## src/rtl/rr_log_packer_pkg.sv

```systemverilog
// Shared types and elaboration-time helpers for the record/replay log packer.
package rr_log_packer_pkg;

    // Width of one entry in a channel-width table.
    localparam int RR_CHANNEL_WIDTH_BITS = 32;
    // Upper bound on begin channels a width table can describe.
    localparam int RR_MAX_CHANNELS = 16;

    // Fixed-size width table. Callers zero-extend their own tables into this
    // type so that the helpers below can take a single argument type.
    typedef logic [RR_MAX_CHANNELS-1:0][RR_CHANNEL_WIDTH_BITS-1:0] rr_widths_t;

    typedef enum logic [0:0] {
        IDLE = 1'b0,
        SEND = 1'b1
    } rr_packer_state_t;

    // Bit offset of channel idx inside the flattened logb_data bus.
    function automatic int rr_get_offset(input rr_widths_t widths, input int idx);
        int acc;
        acc = 0;
        for (int j = 0; j < RR_MAX_CHANNELS; j++) begin
            if (j < idx) begin
                acc = acc + int'(widths[j]);
            end
        end
        return acc;
    endfunction

    // Header is one valid bit per begin channel plus one per end channel.
    function automatic int rr_hdr_w(input int logb_cnt, input int loge_cnt);
        return logb_cnt + loge_cnt;
    endfunction

    // Largest packet: header plus every begin channel present.
    function automatic int rr_max_pkt_w(input rr_widths_t widths, input int logb_cnt,
                                        input int loge_cnt);
        return rr_hdr_w(logb_cnt, loge_cnt) + rr_get_offset(widths, logb_cnt);
    endfunction

endpackage

```

## src/rtl/rr_packet_compactor.sv

```systemverilog
// Combinational packet builder: header followed by the valid begin channels
// packed back to back in ascending index, plus the resulting packet length.
module rr_packet_compactor
    import rr_log_packer_pkg::*;
#(
    parameter int LOGB_CHANNEL_CNT = 3,
    parameter int LOGE_CHANNEL_CNT = 5,
    parameter logic [LOGB_CHANNEL_CNT-1:0][RR_CHANNEL_WIDTH_BITS-1:0] CHANNEL_WIDTHS =
        {32'd96, 32'd577, 32'd96},
    parameter int MAX_PKT_W = rr_max_pkt_w(rr_widths_t'(CHANNEL_WIDTHS),
                                           LOGB_CHANNEL_CNT, LOGE_CHANNEL_CNT),
    parameter int LEN_W = $clog2(MAX_PKT_W + 1)
) (
    input  logic [LOGB_CHANNEL_CNT-1:0] logb_valid,
    input  logic [rr_get_offset(rr_widths_t'(CHANNEL_WIDTHS), LOGB_CHANNEL_CNT)-1:0] logb_data,
    input  logic [LOGE_CHANNEL_CNT-1:0] loge_valid,
    output logic [MAX_PKT_W-1:0]        packet,
    output logic [LEN_W-1:0]            len
);

    localparam rr_widths_t WIDTHS_EXT = rr_widths_t'(CHANNEL_WIDTHS);
    localparam int HDR_W = rr_hdr_w(LOGB_CHANNEL_CNT, LOGE_CHANNEL_CNT);

    // offs_s[i] is the packet bit where channel i lands if it is valid; the
    // chain starts at HDR_W so the final entry is the packet length itself.
    logic [LEN_W-1:0]     offs_s   [LOGB_CHANNEL_CNT+1];
    logic [MAX_PKT_W-1:0] placed_s [LOGB_CHANNEL_CNT];

    assign offs_s[0] = LEN_W'(HDR_W);

    for (genvar i = 0; i < LOGB_CHANNEL_CNT; i++) begin : g_chan
        localparam int CH_W   = int'(WIDTHS_EXT[i]);
        localparam int CH_OFF = rr_get_offset(WIDTHS_EXT, i);

        logic [CH_W-1:0] chan_s;

        assign chan_s        = logb_data[CH_OFF +: CH_W];
        assign offs_s[i+1]   = offs_s[i] + (logb_valid[i] ? LEN_W'(CH_W) : LEN_W'(0));
        assign placed_s[i]   = logb_valid[i] ? (MAX_PKT_W'(chan_s) << offs_s[i])
                                             : {MAX_PKT_W{1'b0}};
    end

    // Merge header and the non-overlapping placed channel slices.
    always_comb begin
        packet = MAX_PKT_W'({loge_valid, logb_valid});
        for (int i = 0; i < LOGB_CHANNEL_CNT; i++) begin
            packet = packet | placed_s[i];
        end
    end

    assign len = offs_s[LOGB_CHANNEL_CNT];

endmodule

```

## src/rtl/rr_log_packer.sv

```systemverilog
// Log packer top: captures one logging cycle into a packet register and
// serializes it as OUT_WIDTH-bit beats with a last flag.
module rr_log_packer
    import rr_log_packer_pkg::*;
#(
    parameter int LOGB_CHANNEL_CNT = 3,
    parameter int LOGE_CHANNEL_CNT = 5,
    parameter logic [LOGB_CHANNEL_CNT-1:0][RR_CHANNEL_WIDTH_BITS-1:0] CHANNEL_WIDTHS =
        {32'd96, 32'd577, 32'd96},
    parameter int OUT_WIDTH = 512
) (
    input  logic                        clk,
    input  logic                        rstn,
    input  logic [LOGB_CHANNEL_CNT-1:0] logb_valid,
    input  logic [rr_get_offset(rr_widths_t'(CHANNEL_WIDTHS), LOGB_CHANNEL_CNT)-1:0] logb_data,
    input  logic [LOGE_CHANNEL_CNT-1:0] loge_valid,
    output logic                        ready,
    output logic                        out_valid,
    output logic [OUT_WIDTH-1:0]        out_data,
    output logic                        out_last,
    input  logic                        out_ready,
    output logic [31:0]                 pkt_cnt
);

    localparam rr_widths_t WIDTHS_EXT = rr_widths_t'(CHANNEL_WIDTHS);
    localparam int MAX_PKT_W  = rr_max_pkt_w(WIDTHS_EXT, LOGB_CHANNEL_CNT, LOGE_CHANNEL_CNT);
    localparam int LEN_W      = $clog2(MAX_PKT_W + 1);
    localparam int OUT_W_DIV  = (OUT_WIDTH > 0) ? OUT_WIDTH : 1;
    localparam int NBEATS_MAX = (MAX_PKT_W + OUT_W_DIV - 1) / OUT_W_DIV;
    localparam int BEAT_IDX_W = $clog2(NBEATS_MAX + 1);
    localparam int PAD_W      = NBEATS_MAX * OUT_W_DIV;

    if (OUT_WIDTH == 0) begin : g_chk_out_width
        $error("rr_log_packer: OUT_WIDTH must be non-zero");
    end

    for (genvar i = 0; i < LOGB_CHANNEL_CNT; i++) begin : g_chk_width
        if (CHANNEL_WIDTHS[i] == {RR_CHANNEL_WIDTH_BITS{1'b0}}) begin : g_zero
            $error("rr_log_packer: CHANNEL_WIDTHS[%0d] is zero", i);
        end
    end

    rr_packer_state_t      state_r;
    rr_packer_state_t      state_next_s;
    logic [MAX_PKT_W-1:0]  packet_s;
    logic [LEN_W-1:0]      len_s;
    logic [PAD_W-1:0]      padded_s;
    logic [PAD_W-1:0]      rest_r;
    logic [BEAT_IDX_W-1:0] nbeats_s;
    logic [BEAT_IDX_W-1:0] nbeats_r;
    logic [BEAT_IDX_W-1:0] beat_idx_r;
    logic                  hs_s;
    logic                  capture_s;
    logic                  load_s;
    logic                  adv_s;
    logic                  done_s;

    rr_packet_compactor #(
        .LOGB_CHANNEL_CNT (LOGB_CHANNEL_CNT),
        .LOGE_CHANNEL_CNT (LOGE_CHANNEL_CNT),
        .CHANNEL_WIDTHS   (CHANNEL_WIDTHS),
        .MAX_PKT_W        (MAX_PKT_W),
        .LEN_W            (LEN_W)
    ) u_compactor (
        .logb_valid (logb_valid),
        .logb_data  (logb_data),
        .loge_valid (loge_valid),
        .packet     (packet_s),
        .len        (len_s)
    );

    assign padded_s = PAD_W'(packet_s);

    // Beat count: one beat always, plus one for each further OUT_WIDTH boundary len crosses.
    always_comb begin
        nbeats_s = BEAT_IDX_W'(1);
        for (int k = 1; k < NBEATS_MAX; k++) begin
            if (len_s > LEN_W'(k * OUT_WIDTH)) begin
                nbeats_s = nbeats_s + BEAT_IDX_W'(1);
            end else begin
                nbeats_s = nbeats_s;
            end
        end
    end

    // Accept is combinational from out_ready so a new packet can load on the final handshake.
    assign hs_s      = out_valid & out_ready;
    assign ready     = rstn & ((state_r == IDLE) | (hs_s & out_last));
    assign capture_s = ready & ((|logb_valid) | (|loge_valid));

    // Next-state and datapath strobes.
    always_comb begin
        state_next_s = state_r;
        load_s       = 1'b0;
        adv_s        = 1'b0;
        done_s       = 1'b0;
        case (state_r)
            IDLE: begin
                if (capture_s) begin
                    load_s       = 1'b1;
                    state_next_s = SEND;
                end else begin
                    state_next_s = IDLE;
                end
            end
            SEND: begin
                if (hs_s) begin
                    if (out_last) begin
                        done_s = 1'b1;
                        if (capture_s) begin
                            load_s       = 1'b1;
                            state_next_s = SEND;
                        end else begin
                            state_next_s = IDLE;
                        end
                    end else begin
                        adv_s        = 1'b1;
                        state_next_s = SEND;
                    end
                end else begin
                    state_next_s = SEND;
                end
            end
            default: begin
                state_next_s = IDLE;
            end
        endcase
    end

    // FSM state register.
    always_ff @(posedge clk or negedge rstn) begin
        if (!rstn) begin
            state_r <= IDLE;
        end else begin
            state_r <= state_next_s;
        end
    end

    // Packet shift register, registered beat outputs and completed-packet counter.
    always_ff @(posedge clk or negedge rstn) begin
        if (!rstn) begin
            out_valid  <= 1'b0;
            out_data   <= {OUT_WIDTH{1'b0}};
            out_last   <= 1'b0;
            rest_r     <= {PAD_W{1'b0}};
            nbeats_r   <= {BEAT_IDX_W{1'b0}};
            beat_idx_r <= {BEAT_IDX_W{1'b0}};
            pkt_cnt    <= 32'd0;
        end else begin
            out_valid <= (state_next_s == SEND);
            if (done_s) begin
                pkt_cnt <= pkt_cnt + 32'd1;
            end
            if (load_s) begin
                out_data   <= padded_s[OUT_WIDTH-1:0];
                rest_r     <= padded_s >> OUT_WIDTH;
                nbeats_r   <= nbeats_s;
                beat_idx_r <= {BEAT_IDX_W{1'b0}};
                out_last   <= (nbeats_s == BEAT_IDX_W'(1));
            end else if (adv_s) begin
                out_data   <= rest_r[OUT_WIDTH-1:0];
                rest_r     <= rest_r >> OUT_WIDTH;
                beat_idx_r <= beat_idx_r + BEAT_IDX_W'(1);
                out_last   <= ((beat_idx_r + BEAT_IDX_W'(2)) == nbeats_r);
            end else if (done_s) begin
                out_data <= {OUT_WIDTH{1'b0}};
                out_last <= 1'b0;
            end
        end
    end

endmodule

```

## config.mk

```make
export PLATFORM = sky130hd
export DESIGN_NAME = rr_log_packer
export DESIGN_NICKNAME = d
export VERILOG_FILES = /design/src/rtl/rr_log_packer_pkg.sv /design/src/rtl/rr_packet_compactor.sv /design/src/rtl/rr_log_packer.sv
export SDC_FILE = /design/constraint.sdc
export NUM_CORES = 2
export LEC_CHECK = 0
export BUFFER_PORTS_ARGS = -buffer_cell sky130_fd_sc_hd__buf_2
export CORE_AREA = 2 2 513 515
export DETAILED_ROUTE_END_ITERATION = 7
export DIE_AREA = 0 0 515 517
export GPL_TIMING_DRIVEN = 0
export HOLD_SLACK_MARGIN = 0.06
export PLACE_DENSITY = 0.31
export SLEW_MARGIN = 20
export SYNTH_ARGS = -nofsm -noshare
export SYNTH_HDL_FRONTEND = slang
export SYNTH_SLANG_ARGS = --single-unit
```

## constraint.sdc

```tcl
create_clock -name clk -period 6.1 [get_ports clk]
set_input_delay 0.915 -clock clk [delete_from_list [all_inputs] [get_ports clk]]
set_output_delay 0.915 -clock clk [all_outputs]
set_load 0.1 [all_outputs]
```

==> run metrics <==
status complete, but fails checks; violated checks DRC; met3 WL 39.9 mm; Starting DRT DRC Count 5918; Slowest-stage cell, CP buf_2; sequential area share after synthesis 45.7%; area of the multi-input gates 0.0221 mm²; Final #Nets 6578; top-area cell type share of the netlist area 45.7%; Skew-Pair Late Insertion Delay 0.83 ns; mux share of post-synthesis cell area 11.8%; first-pass GRT wire length 543 mm; die area 0.266 mm²; root buf cell clkbuf_16; final total power 33.5 mW; DRC Markers 34; hold path endpoint rest_r[91]$_DFFE_PN0P_; Die Y 517 µm; worst min-delay path class input port to register; R2R cell count 8; final setup vio count 0; Final Routed Wirelength 438 mm; main area contributors after synthesis dfrtp_1, mux2i_1, o2bb2ai_1; antenna-violating nets left 0; Max stage delay on crit path 0.87 ns; Setup Crit Path Kind input port to register; Congestion Overflow GR 0; DRT met1 WL 181 mm; crit path cell chain buf_2, buf_2, buf_4, inv_1, clkbuf_1, clkbuf_1, ha_1, nor4b_4, a211oi_4, nor2_4, buf_2, buf_4, buf_2, o2bb2ai_1; most numerous cell in the Yosys netlist dfrtp_1; Worst EP required 6.80 ns; Critical Path End Type register; Clock Path Buffers 3; Arrival @ worst endpoint 6.78 ns; RR Endpoint out_data[456]$_DFFE_PN0P_; CP startpoint kind input port; Max-slew headroom 14.1%; vias per inst 5.25; Pwr Density 556 mW/mm²; Rows 188; # IOs 1327; WL/cell 46.7 µm; P&R area growth vs syn 35.2%; Fmax achieved 0.164 GHz; DR WL met2 196 mm; Synth async-reset ratio 100%; largest family of logic cells by synthesized area compound AO/OA/AOI/OAI gates; Reg clk slew, reported paths 0.06 ns; Post-synth top cells dfrtp_1, nand2_1, mux2i_1, o2bb2ai_1, clkbuf_1; top layer in use met5; DR vias 49285; RSZ-0062 raised after global routing false; Fillers 28928; placed insts 9099; die width 515 µm; most used cell, CP buf_2; Post-synth EDFFs 0; post-route cell area 0.0603 mm²; Max VDD drop 271 µV; vias in the first global route 48110; fin crit share 99.7%; simple-gate portion of the synthesized area 8.89%; final hold viol count 0; CTS Sinks 815; Final Wtd Congestion 0.948; Syn Inst Count 4285; synth warn 0; final core utilization 23.1%; # H-tree levels 3; cell taking the most area after synthesis dfrtp_1; Net Count, Synth 5068; slew of the pin with the lowest slew margin 1.29 ns; Worst R2R Start out_valid$_DFF_PN0_; R2R setup slack 1.54 ns; drt first pass iters 8; Detailed Place HPWL 367 mm; Synth Area per Inst 10.4 µm²; Lkg Pwr 28.8 nW; XOR/XNOR share of the synthesized area 0.688%; complex-gate fraction of the synthesized area 28.0%; largest net degree at the start of global routing 111; TritonCTS clock tree done; setup TNS 0 ns; Placeable Area 0.261 mm²; cts bufs inserted 113; Max-Cap Viols 0; Yosys cell types 68; CP max FO 10; Seq cells post-synth 815; share of cells above drive strength 1 33.0%; hold path cells 3; Synth Cell Area 0.0446 mm²; Final min period 6.08 ns; Starting Density 17.1%; antenna violations before repair 250; Port-buffer cells 1325; Post-CTS Repair Setup Buffers 0; ys flop type dfrtp_1; Clock Skew 0.0525 ns; Adder-Cell Fraction of Synth Area 0.0842%; Placed Area 0.0563 mm²; fin cells 9386; Sequential Area 0.0204 mm²; All-Layer GR Usage 31.7%; fin. max-slew vios 0; min-delay src logb_data[595]
## metal layers
| metal | GRT usage [%] | vias up |
|---|---|---|
| met5 | 1.06 | - |
| met4 | 14.0 | 68 |
| met3 | 10.0 | 698 |
| met2 | 49.4 | 2928 |
| met1 | 39.8 | 25698 |
| li1 | - | 19893 |
## what timing repair did
action	CTS	global route
hold buffers	1	0
endpoints found under the hold margin	2	0
resized for setup	0	0
## state kept, by name, summed over array words and instances (netlist names)
signal	flops
out_last	1
beat_idx_r	2
out_data	512
rest_r	265
pkt_cnt	32
nbeats_r	2
out_valid	1
## through the flow
stage                     setup WS, ns  hold slack (ns)
after floorplan                   2.31            0.441
after global routing            0.0858            0.325
final                           0.0206            0.344
after CTS                        0.277            0.273
after detailed placement        -0.564            0.459
after global placement          -17.28            0.454
## cells in the final DEF, fill, tap and decap left out, types with 124 or more instances in the layout
master	Yosys	final
nand2_1	370	368
o221ai_1	125	124
mux2_2	128	128
a21oi_1	167	167
dfrtp_1	815	815
nor2_1	134	133
a21o_1	150	150
mux2i_1	363	363
clkbuf_1	239	247
o21ai_0	203	203
o2bb2ai_1	325	325
buf_2	172	1533
## cell type report
type | count | share of cell area, %
Buffer | 458 | 3.36
Timing Repair Buffer | 1395 | 12.2
Multi-Input combinational cell | 2972 | 36.6
Sequential cell | 815 | 33.8
Inverter | 40 | 0.249
Tap cell | 3420 | 7.10
Clock buffer | 169 | 5.55
Clock inverter | 39 | 0.739
Antenna cell | 78 | 0.324
## report_power, final
group | internal [mW] | switching [mW]
combinational | 2.96 | 15.4
sequential | 6.96 | 1.17
clock | 3.96 | 3.05
total | 13.9 | 19.6
## kinds of logic (layout without fill, tap and decap cells)
| family | Yosys count | in the layout |
|---|---|---|
| AOI/OAI and AO/OA | 1600 | 1600 |
| and+or+nand+nor | 835 | 835 |
| other | 0 | 78 |
| buffers and inverters | 498 | 2101 |
| adders and majority gates | 3 | 3 |
| xor gates and xnor gates | 35 | 35 |
| muxes | 499 | 499 |
| DFF | 815 | 815 |
## worst max-delay path: cells and delay by family
| family | cells | cell delay (ns) |
|---|---|---|
| buffers and inverters | 9 | 3.94 |
| and+or+nand+nor | 2 | 1.09 |
| AOI/OAI and AO/OA | 2 | 0.47 |
| adders and majority gates | 1 | 0.27 |
## worst max-delay path by stage
| stage | slack [ns] | start | end | cells after the start |
|---|---|---|---|---|
| CTS | 0.28 | logb_valid[1] | out_data[455]$_DFFE_PN0P_ | 14 |
| global route | 0.09 | logb_valid[1] | out_data[455]$_DFFE_PN0P_ | 14 |
| detailed placement | -0.56 | logb_valid[1] | out_data[453]$_DFFE_PN0P_ | 14 |
| global placement | -17.28 | rstn | pkt_cnt[25]$_DFFE_PN0P_ | 1 |
| floorplan | 2.31 | logb_valid[1] | out_data[206]$_DFFE_PN0P_ | 12 |
| finish | 0.02 | logb_valid[1] | out_data[456]$_DFFE_PN0P_ | 14 |
Power figures use the tool's default switching activity.
